==> src/rtl/interrupt_controller.sv <==
// Interrupt entry sequencer: synchronises and edge-detects irq_in, drains the pipeline,
// pushes the resume PC (high then low word) and the flags, loads the vector, and blocks nesting until RTI.
module interrupt_controller #(
  parameter int unsigned          PC_WIDTH    = 32,
  parameter int unsigned          FLAG_WIDTH  = 3,
  parameter logic [PC_WIDTH-1:0]  VECTOR_ADDR = '0
) (
  input  logic                  clk,
  input  logic                  rst,
  input  logic                  irq_in,
  input  logic                  pipeline_busy,
  input  logic [PC_WIDTH-1:0]   pc_current,
  input  logic [FLAG_WIDTH-1:0] flags_in,
  input  logic                  push_ready,
  input  logic                  rti_retire,
  output logic                  stall_fetch,
  output logic                  flush_decode,
  output logic                  push_valid,
  output logic [15:0]           push_data,
  output logic                  pc_load,
  output logic [PC_WIDTH-1:0]   pc_load_value,
  output logic                  in_service,
  output logic                  irq_pending
);

  typedef enum logic [2:0] {
    IDLE,
    DRAIN,
    PUSH_HI,
    PUSH_LO,
    PUSH_FL,
    VECTOR,
    SERVICE
  } state_t;

  state_t                state_q, state_d;
  logic                  sync1, sync2, sync2_d;
  logic                  pending_q;
  logic [PC_WIDTH-1:0]   pc_q;
  logic [FLAG_WIDTH-1:0] flags_q;
  logic                  rise;
  logic                  capture;

  assign rise    = sync2 & ~sync2_d;
  assign capture = (state_q == DRAIN) && !pipeline_busy;

  always_ff @(posedge clk) begin
    if (rst) begin
      state_q   <= IDLE;
      sync1     <= 1'b0;
      sync2     <= 1'b0;
      sync2_d   <= 1'b0;
      pending_q <= 1'b0;
      pc_q      <= '0;
      flags_q   <= '0;
    end else begin
      state_q <= state_d;
      sync1   <= irq_in;
      sync2   <= sync1;
      sync2_d <= sync2;
      if (capture) begin
        pc_q    <= pc_current;
        flags_q <= flags_in;
      end
      // A fresh rise outranks the clear so a request arriving on the capture cycle is not lost.
      if (rise)
        pending_q <= 1'b1;
      else if (capture)
        pending_q <= 1'b0;
    end
  end

  always_comb begin
    state_d       = state_q;
    stall_fetch   = 1'b0;
    flush_decode  = 1'b0;
    push_valid    = 1'b0;
    push_data     = '0;
    pc_load       = 1'b0;
    pc_load_value = '0;
    in_service    = 1'b0;
    unique case (state_q)
      IDLE: begin
        if (pending_q || rise)
          state_d = DRAIN;
      end
      DRAIN: begin
        stall_fetch  = 1'b1;
        flush_decode = 1'b1;
        if (!pipeline_busy)
          state_d = PUSH_HI;
      end
      PUSH_HI: begin
        stall_fetch = 1'b1;
        push_valid  = 1'b1;
        push_data   = pc_q[31:16];
        if (push_ready)
          state_d = PUSH_LO;
      end
      PUSH_LO: begin
        stall_fetch = 1'b1;
        push_valid  = 1'b1;
        push_data   = pc_q[15:0];
        if (push_ready)
          state_d = PUSH_FL;
      end
      PUSH_FL: begin
        stall_fetch = 1'b1;
        push_valid  = 1'b1;
        push_data   = {{(16 - FLAG_WIDTH){1'b0}}, flags_q};
        if (push_ready)
          state_d = VECTOR;
      end
      VECTOR: begin
        stall_fetch   = 1'b1;
        pc_load       = 1'b1;
        pc_load_value = VECTOR_ADDR;
        state_d       = SERVICE;
      end
      SERVICE: begin
        in_service = 1'b1;
        if (rti_retire)
          state_d = IDLE;
      end
      default: state_d = IDLE;
    endcase
  end

  assign irq_pending = pending_q;

endmodule
==> config.mk <==
export PLATFORM = sky130hd
export DESIGN_NAME = interrupt_controller
export DESIGN_NICKNAME = d
export VERILOG_FILES = /design/src/rtl/interrupt_controller.sv
export SDC_FILE = /design/constraint.sdc
export NUM_CORES = 1
export LEC_CHECK = 0
export CORE_ASPECT_RATIO = 0.75
export CORE_MARGIN = 1.5
export CORE_UTILIZATION = 44
export CTS_CLUSTER_SIZE = 28
export DETAILED_ROUTE_END_ITERATION = 12
export PLACE_DENSITY = 0.91
export SETUP_SLACK_MARGIN = 0.3
export SYNTH_ARGS = -nofsm -noshare
export SYNTH_HDL_FRONTEND = slang
export SYNTH_SLANG_ARGS = --single-unit
==> constraint.sdc <==
create_clock -name clk -period 4.45 [get_ports clk]
set_input_delay 0.89 -clock clk [delete_from_list [all_inputs] [get_ports clk]]
set_output_delay 0.89 -clock clk [all_outputs]
set_load 0.01 [all_outputs]
After elaboration in Yosys (flattened, before gate mapping)
Cells that the tools add are included.
{"block": "classes", "n_eq_ne": 12, "n_mux": 15, "n_bitwise": 2, "n_reduce_logical": 8}
{"operator": "16-bit case mux with 3 select lines", "n": 1}
{"operator": "3-bit case mux with 7 select lines", "n": 1}
{"operator": "3-bit two-way mux", "n": 6}
{"operator": "2-bit inequality test (second input constant)", "n": 6}
{"operator": "3-bit == test (second input constant)", "n": 3}
{"operator": "1-bit two-way mux", "n": 7}
{"operator": "3-bit by 2-bit == test with 1-bit output (second input constant)", "n": 2}
{"operator": "6-bit AND reduction", "n": 1}
{"operator": "5-bit OR reduction", "n": 1}
{"operator": "3-bit by 1-bit == test with 1-bit output (second input constant)", "n": 1}
{"operator": "3-bit zero test", "n": 1}
{"operator": "3-bit OR reduction", "n": 1}
{"operator": "2-bit nonzero test", "n": 1}
{"operator": "1-bit bitwise AND", "n": 1}
{"operator": "1-bit logical AND", "n": 1}
{"operator": "1-bit zero test", "n": 1}
{"operator": "1-bit logical OR", "n": 1}
{"operator": "1-bit NOT", "n": 1}
{"block": "word_totals", "regBits": 42, "inputBits": 41, "output_inout_bits": 54, "elab_cells": 44}

Longest topological paths before layout
Gate-level depths: netlist (run 1).
{"block": "depth", "word_depth": 5, "depth_mapped": 7, "ltp_nobuf": 4}

Worst setup path after synthesis (run 1)
Ideal clock, no wire load.
{"block": "synth_timing", "path_kind": "reg2out", "startpoint": "register state_q[0]", "endpoint": "output port push_data[11]", "arrival_ps": 1143, "t_required_ps": 3560, "setup_slack_ps": 2417, "path_stages_with_launch": 5, "n_path_buf": 2, "path_cell_list": "dfxtp_1 buf_6 clkbuf_1 mux2i_1 nor2_1"}
{"block": "synth_between", "elab_chain_cells": 2, "word_cells_on_any_way": 4, "classes_between": "eq/ne (3); mux (1)"}
{"element": "from (decl)", "line": "36", "source": "state_t state_q, state_d;"}
{"element": "from (signal assigned)", "line": "57", "source": "state_q <= state_d;"}
{"element": "3-bit == test / 3-bit by 2-bit == test with 1-bit output (equally long branches)", "line": "82", "source": "unique case (state_q)"}
{"element": "16-bit case mux with 3 select lines *", "line": "82"}
{"element": "to (decl)", "line": "19", "source": "output logic [15:0] push_data,"}
Every way passes the cells marked *; elsewhere a longest branch is shown, timed or not.

Worst setup path in the final report (run 1)
{"block": "layout_timing", "startpoint": "register state_q[1]", "endpoint": "output port push_data[0]"}
The elaborated chain is that of the path after synthesis.

==> reports/metrics.cfg, run 1 <==
[pwr]
worst_ir_drop_vdd_v=0.0002073
p_leak_uw=0.0009724
power.total_uw=1055
p_per_area_mw_per_mm2=395.8

[yosys]
avgSynthCellArea_sq_um=7.655
synth_cells=270
ys_ff_latch=42
ys_warn_count=0
syn_area_sq_mm=0.002067
yosysSeqAreaShare_pct=40.68
ys.flop_type=dfxtp_1
synth_edf_count=0
synthArstFlopShare_pct=0
synth_cell_types=24

[timing]
hold_viol=0
finClkSkew_ps=5.140
whs_ps=438.4
rsz0062_at_grt=no
drv_slew=0
fmax_mhz=303.7
setup_viol=0
worst_slew_margin_rel_pct=21.60
period_share_pct=74.00
fin_crit_ps=3293
worst_pin_slew_ps=1172
final.setup.tns_ps=0

[global_route]
grt_pass1_vias=1590
grt_pass1_wl_um=7203
overflow=0
antenna_found_initial=0
grt_use_total_pct=18.51
grt_max_degree=37

[finish]
diodes=0
post-route-util_pct=59.34
syn_to_final_growth_pct=29.00
nets=363
finalNonFillerCells=380
drive_gt1_share_pct=3.406

[worst_setup_path]
slowest_stage=dfxtp_1
cp.required_ps=3560
critPathArrivalTime_ps=2400
r2r_slack_ps=2190
startpoint=state_q[1]$_SDFFE_PP0P_
cp_cell_sequence=nand2b_1 -> o21ai_0 -> clkdlybuf4s50_1
crit_fanout=18
slowest_delay_ps=650
critical_path_class=reg -> out
cp-end-kind=primary output
worstSetupStartpointType=register
reg2reg_to=irq_pending$_SDFFE_PP0P_
worstRegToRegCells=4
r2r_start=state_q[0]$_SDFFE_PP0P_

[clocking]
numCtsBuffers=5
clkSlewWorstSetupHoldPaths_ps=80
clock_path_buffers=2
post-cts-setup-buffers=0
cts.sinks=42
post_cts_resized=0
cts_htree_levels=2
root_buffer=clkbuf_8
worstSkewPairLatency_ps=290
cts_tree=done
postCtsHoldBufs=0

[routing]
drtIter0Drc=118
wl_per_cell_um=12.06
drt_pass1_iterations=4
viasPerCell=4.695
finalWirelength_um=4582
drc=0
vias=1784
ant_nets=0

[place]
dp.cells=372
numPortBuffers=62
post-dp-hpwl_um=3331
place_congestion=0.7919

[worst_hold_path]
holdCritStartpoint=sync1$_SDFF_PP0_
hold_end=sync2$_SDFF_PP0_
min_path_type=reg -> reg
whs_path_depth=1

[flow_run]
maxCapViolations=0

[floorplan]
rows=21
start_util_pct=46.00
ioPinCount=95
fp.dieW_um=82.14
coreArea_sq_mm=0.004493
die_area_sq_mm=0.005122
die_y_um=62.36

[outcome]
status=completed

[registers in the layout (all words and copies together), names as in the netlist]
| register | flops |
|---|---|
| sync1 | 1 |
| pc_q | 32 |
| irq_pending | 1 |
| sync2 | 1 |
| sync2_d | 1 |
| state_q | 3 |
| flags_q | 3 |
[power by group]
group / leakage [uW] / total, uW / internal (uW) / switching [uW]
clock: 0.0000472 / 251 / 125 / 126
combinational: 0.000584 / 332 / 154 / 178
sequential: 0.000341 / 473 / 424 / 49.1
[layout by cell type (no fill, tap or decap)]
cell type         n
clkinvlp_4        1
nor3_4            1
conb_1           32
or3_1             2
a21o_1            1
nor2b_1           4
o32a_1            1
clkinv_2          1
nand3b_1          1
o21ai_0           5
a21boi_0          1
clkbuf_8          6
mux2_1            1
and3_1            1
clkdlybuf4s50_1  62
a21oi_1          39
nand2b_1          5
nor2_1           20
buf_4             2
dfxtp_1          42
mux2i_1          17
a311oi_1          1
nand2_1          75
inv_1             1
a211o_1           1
[layout make-up]
cell class	count	area, sq um
Clock buffer	6	82.58
Clock inverter	2	12.51
Fill cell	421	1827
Inverter	1	3.754
Multi-Input combinational cell	208	1020
Sequential cell	42	840.8
Tap cell	57	71.32
Timing Repair Buffer	64	635.6
[cells in the mapped netlist, types with 2 or more instances]
library cell	count	share of area, %
buf_4	32	12
mux2i_1	17	8.2
nand2b_1	5	1.5
nand2_1	75	14
nor2b_1	4	1.2
clkbuf_1	9	1.6
or3_1	2	0.61
buf_2	8	1.9
o21ai_0	5	1.2
dfxtp_1	42	41
a21oi_1	39	9.4
nor2_1	20	3.6
[stage by stage]
| stage | instance area, sq um | worst slack (ps) |
|---|---|---|
| after global placement | 2571 | 1645 |
| after detailed placement | 2571 | 1461 |
| after floorplan | 2183 | 2417 |
| final | 2666 | 1157 |
| after global routing | 2666 | 920.5 |
| after CTS | 2666 | 1129 |
[critical path: cells and delay by family (launching register included)]
family / cells / cell delay, ps
buffers and inverters: 1 / 590
flip-flops: 1 / 650
AO/OA/AOI/OAI: 1 / 360
AND/OR/NAND/NOR: 1 / 510
[kinds of logic after synthesis]
group,synth area share [%]
buf+inv,15.92
compound gates,12.71
simple gates,21.73
other cells,0.1814
flops,40.68
mux,8.777
[how the worst max path moves through the flow]
stage | depth (start not counted) | to
3_3_place_gp | 3 | push_data[0]
2_1_floorplan | 4 | push_data[11]
3_5_place_dp | 3 | push_data[0]
5_1_grt | 3 | push_data[0]
4_1_cts | 3 | push_data[0]
6_report | 3 | push_data[0]
[routing by layer]
layer  up-vias  wire length [um]  track usage (%)
li1        909                 -                -
met1       801              2031            23.02
met2        66              2129            29.71
met3         8               352            6.029
met4         0                68            6.356
met5         -                 0                0
Power figures use the tool's default switching activity.
==> run 2, diff against run 1 <==
- CORE_UTILIZATION: 44 -> 37
- PLACE_DENSITY: 0.91 -> 0.82
- clock period: 4.45 -> 2.8 ns (I/O delays scaled with it)
==> run 2 against run 1 <==
First-iteration DRC count shrank 28%. Via count increased by 0.17%. Non-clock buffer count increased by 6. Die area rose by 18%. Hold slack better by 8.4 ps. Critical path depth is 1 higher. Critical path type unchanged.
==> reports/metrics.cfg, run 2 (synthesized netlist as in run 1, its figures left out) <==
[outcome]
status=completed

[worst_hold_path]
whs_path_depth=1  ; unchanged
min_path_type=reg -> reg

[worst_setup_path]
crit_buf_inv=2  ; +1
slowest_stage=clkdlybuf4s50_1
worstSetupStartpointType=register
cp.required_ps=2240  ; -1320 ps
worstRegToRegCells=5  ; +1
cp.depth=4  ; +1
slowest_delay_ps=570  ; -80 ps
critPathTopFamily=buffers and inverters
r2r_slack_ps=1020  ; -1170 ps
critical_path_class=reg -> out
cp-end-kind=primary output
cp_cell_sequence=buf_4 -> or3_1 -> a21boi_0 -> clkdlybuf4s50_1
critPathArrivalTime_ps=1810  ; -590 ps
crit_fanout=15  ; -3

[timing]
setup_ws_ps=433.1  ; -723.8 ps
worst_pin_slew_ps=647.2  ; -524.9 ps
setup_viol=0  ; unchanged
worst_slew_margin_rel_pct=56.72  ; +35 points
drv_slew=0  ; unchanged
fmax_mhz=422.5
final.setup.tns_ps=0  ; unchanged
fin_crit_ps=2367
period_share_pct=84.53
finClkSkew_ps=3.874  ; -1.266 ps
hold_viol=0  ; unchanged
rsz0062_at_grt=no

[routing]
drt_pass1_iterations=4  ; unchanged
finalWirelength_um=4723  ; +3.1%
drtIter0Drc=85  ; -28%
vias=1787  ; +0.17%
drc=0  ; unchanged
viasPerCell=4.423  ; -5.8%
wl_per_cell_um=11.69  ; -3.0%
ant_nets=0  ; unchanged

[finish]
largest_register=pc_q
multi_input_comb_area_sq_mm=0.001030  ; +0.98%
largest_reg_flops=32  ; unchanged
drive_gt1_share_pct=6.383  ; +3.0 points
nets=369  ; +1.7%
final_common_cell=nand2_1
seq_area_sq_um=843.3  ; +0.30%
diodes=0  ; unchanged
n_fill_cell=527  ; +25%
final_cell_mix=75 x nand2_1, 62 x clkdlybuf4s50_1, 40 x dfxtp_1
syn_to_final_growth_pct=33.72
reg_top3=pc_q (32), flags_q (3), state_q (3)

[pwr]
comb_power_share_pct=33.2  ; +1.8 points
power_frac_seq_pct=40.7  ; -4.1 points
pwr-share-clk_pct=26.2  ; +2.4 points
p_switching_uw=571.1  ; +62%
worst_ir_drop_vdd_v=0.0003091  ; +49%
p_sw_share_pct=32.04  ; -1.4 points
p_per_area_mw_per_mm2=644.9  ; +63%
internal_power_uw=1211  ; +73%
p_leak_uw=0.001016  ; +4.5%

[global_route]
overflow=0  ; unchanged
grt_pass1_vias=1538  ; -3.3%
grt_use_total_pct=15.36  ; -3.1 points
grt_max_degree=24  ; -35%
grt_pass1_wl_um=7072  ; -1.8%
antenna_found_initial=0  ; unchanged

[floorplan]
coreArea_sq_mm=0.005353  ; +19%
start_util_pct=38.62  ; -7.4 points
die_area_sq_mm=0.006049  ; +18%
fp.dieW_um=89.31  ; +8.7%
ioPinCount=95  ; unchanged
die_y_um=67.73  ; +8.6%
rows=23  ; +9.5%

[place]
place_ws_ps=431.3  ; -1030 ps
numPortBuffers=62  ; unchanged
post-dp-hpwl_um=3565  ; +7.0%
place_congestion=0.7833  ; -1.1%

[clocking]
clkSlewWorstSetupHoldPaths_ps=80  ; about the same
worstSkewPairLatency_ps=290  ; about the same
postCtsHoldBufs=0  ; unchanged
post-cts-setup-buffers=0  ; unchanged
cts.sinks=42  ; unchanged
cts_htree_levels=2  ; unchanged
cts_tree=done
clock_path_buffers=2  ; unchanged
numCtsBuffers=5  ; unchanged
root_buffer=clkbuf_8

[flow_run]
maxCapViolations=0  ; unchanged

run 2: cell types whose count changed in the layout (fill, tap and decap cells not counted), sizes merged:
cell      previous run  this run
clkinvlp             1         0
clkbuf               6         5
buf                  2         8
bufinv               0         1
clkinv               1         2
run 2: stage by stage:
stage	utilization [%]	total power, uW	hold WS [ps]	std cells	instance area (sq um)
finish	51.64	1782	446.8	404	2764
global route	51.64	1884	471.1	404	2764
CTS	51.45	1791	449.5	404	2754
detailed placement	49.30	1320	435.0	396	2639
global placement	49.30	1303	419.0	396	2639
floorplan	-	1149	413.8	301	2183
run 2: what timing repair did:
item	4_1_cts	5_1_grt
cloned	0	0
endpoints found under the setup margin	17	3
gates resized for setup	2	4
run 2: worst reg2reg max path: stages (launching register included):
cell and delay (ps):
dfxtp_2 370, nand2b_1 230, or3_1 570, buf_4 320, nand2_1 90, a21oi_1 60
run 2: final timing paths:
kind                                               from                     to
worst max-delay path            state_q[1]$_SDFFE_PP0P_            stall_fetch
worst min-delay path                   sync1$_SDFF_PP0_       sync2$_SDFF_PP0_
worst max register to register  state_q[2]$_SDFFE_PP0P_  pc_q[31]$_SDFFE_PP0P_
worst min register to register         sync1$_SDFF_PP0_       sync2$_SDFF_PP0_
run 2: layout make-up:
cell class | instances | share of cell area [%]
Clock buffer | 5 | 2.490
Clock inverter | 3 | 1.449
Inverter | 1 | 0.1358
Multi-Input combinational cell | 208 | 37.26
Sequential cell | 42 | 30.51
Tap cell | 75 | 3.395
Timing Repair Buffer | 70 | 24.76
run 2: layer usage:
metal  wire length [um]  global-route usage (%)  part of all wire (%)  vias to the layer above
met5                  0                       0                     0                        -
met4                 12                   3.462                  0.25                        0
met3                321                   4.279                   6.8                        2
met2               2106                   23.59                    45                       57
met1               2283                   21.42                    48                      806
li1                   -                       -                     -                      922
run 2: power by group through the flow:
stage / clock (uW) / sequential (uW) / combinational, uW
6_report: 466 / 725 / 591
5_1_grt: 499 / 734 / 652
4_1_cts: 477 / 722 / 592
3_5_place_dp: 0 / 734 / 586
3_3_place_gp: 0 / 728 / 574
2_1_floorplan: 0 / 719 / 429
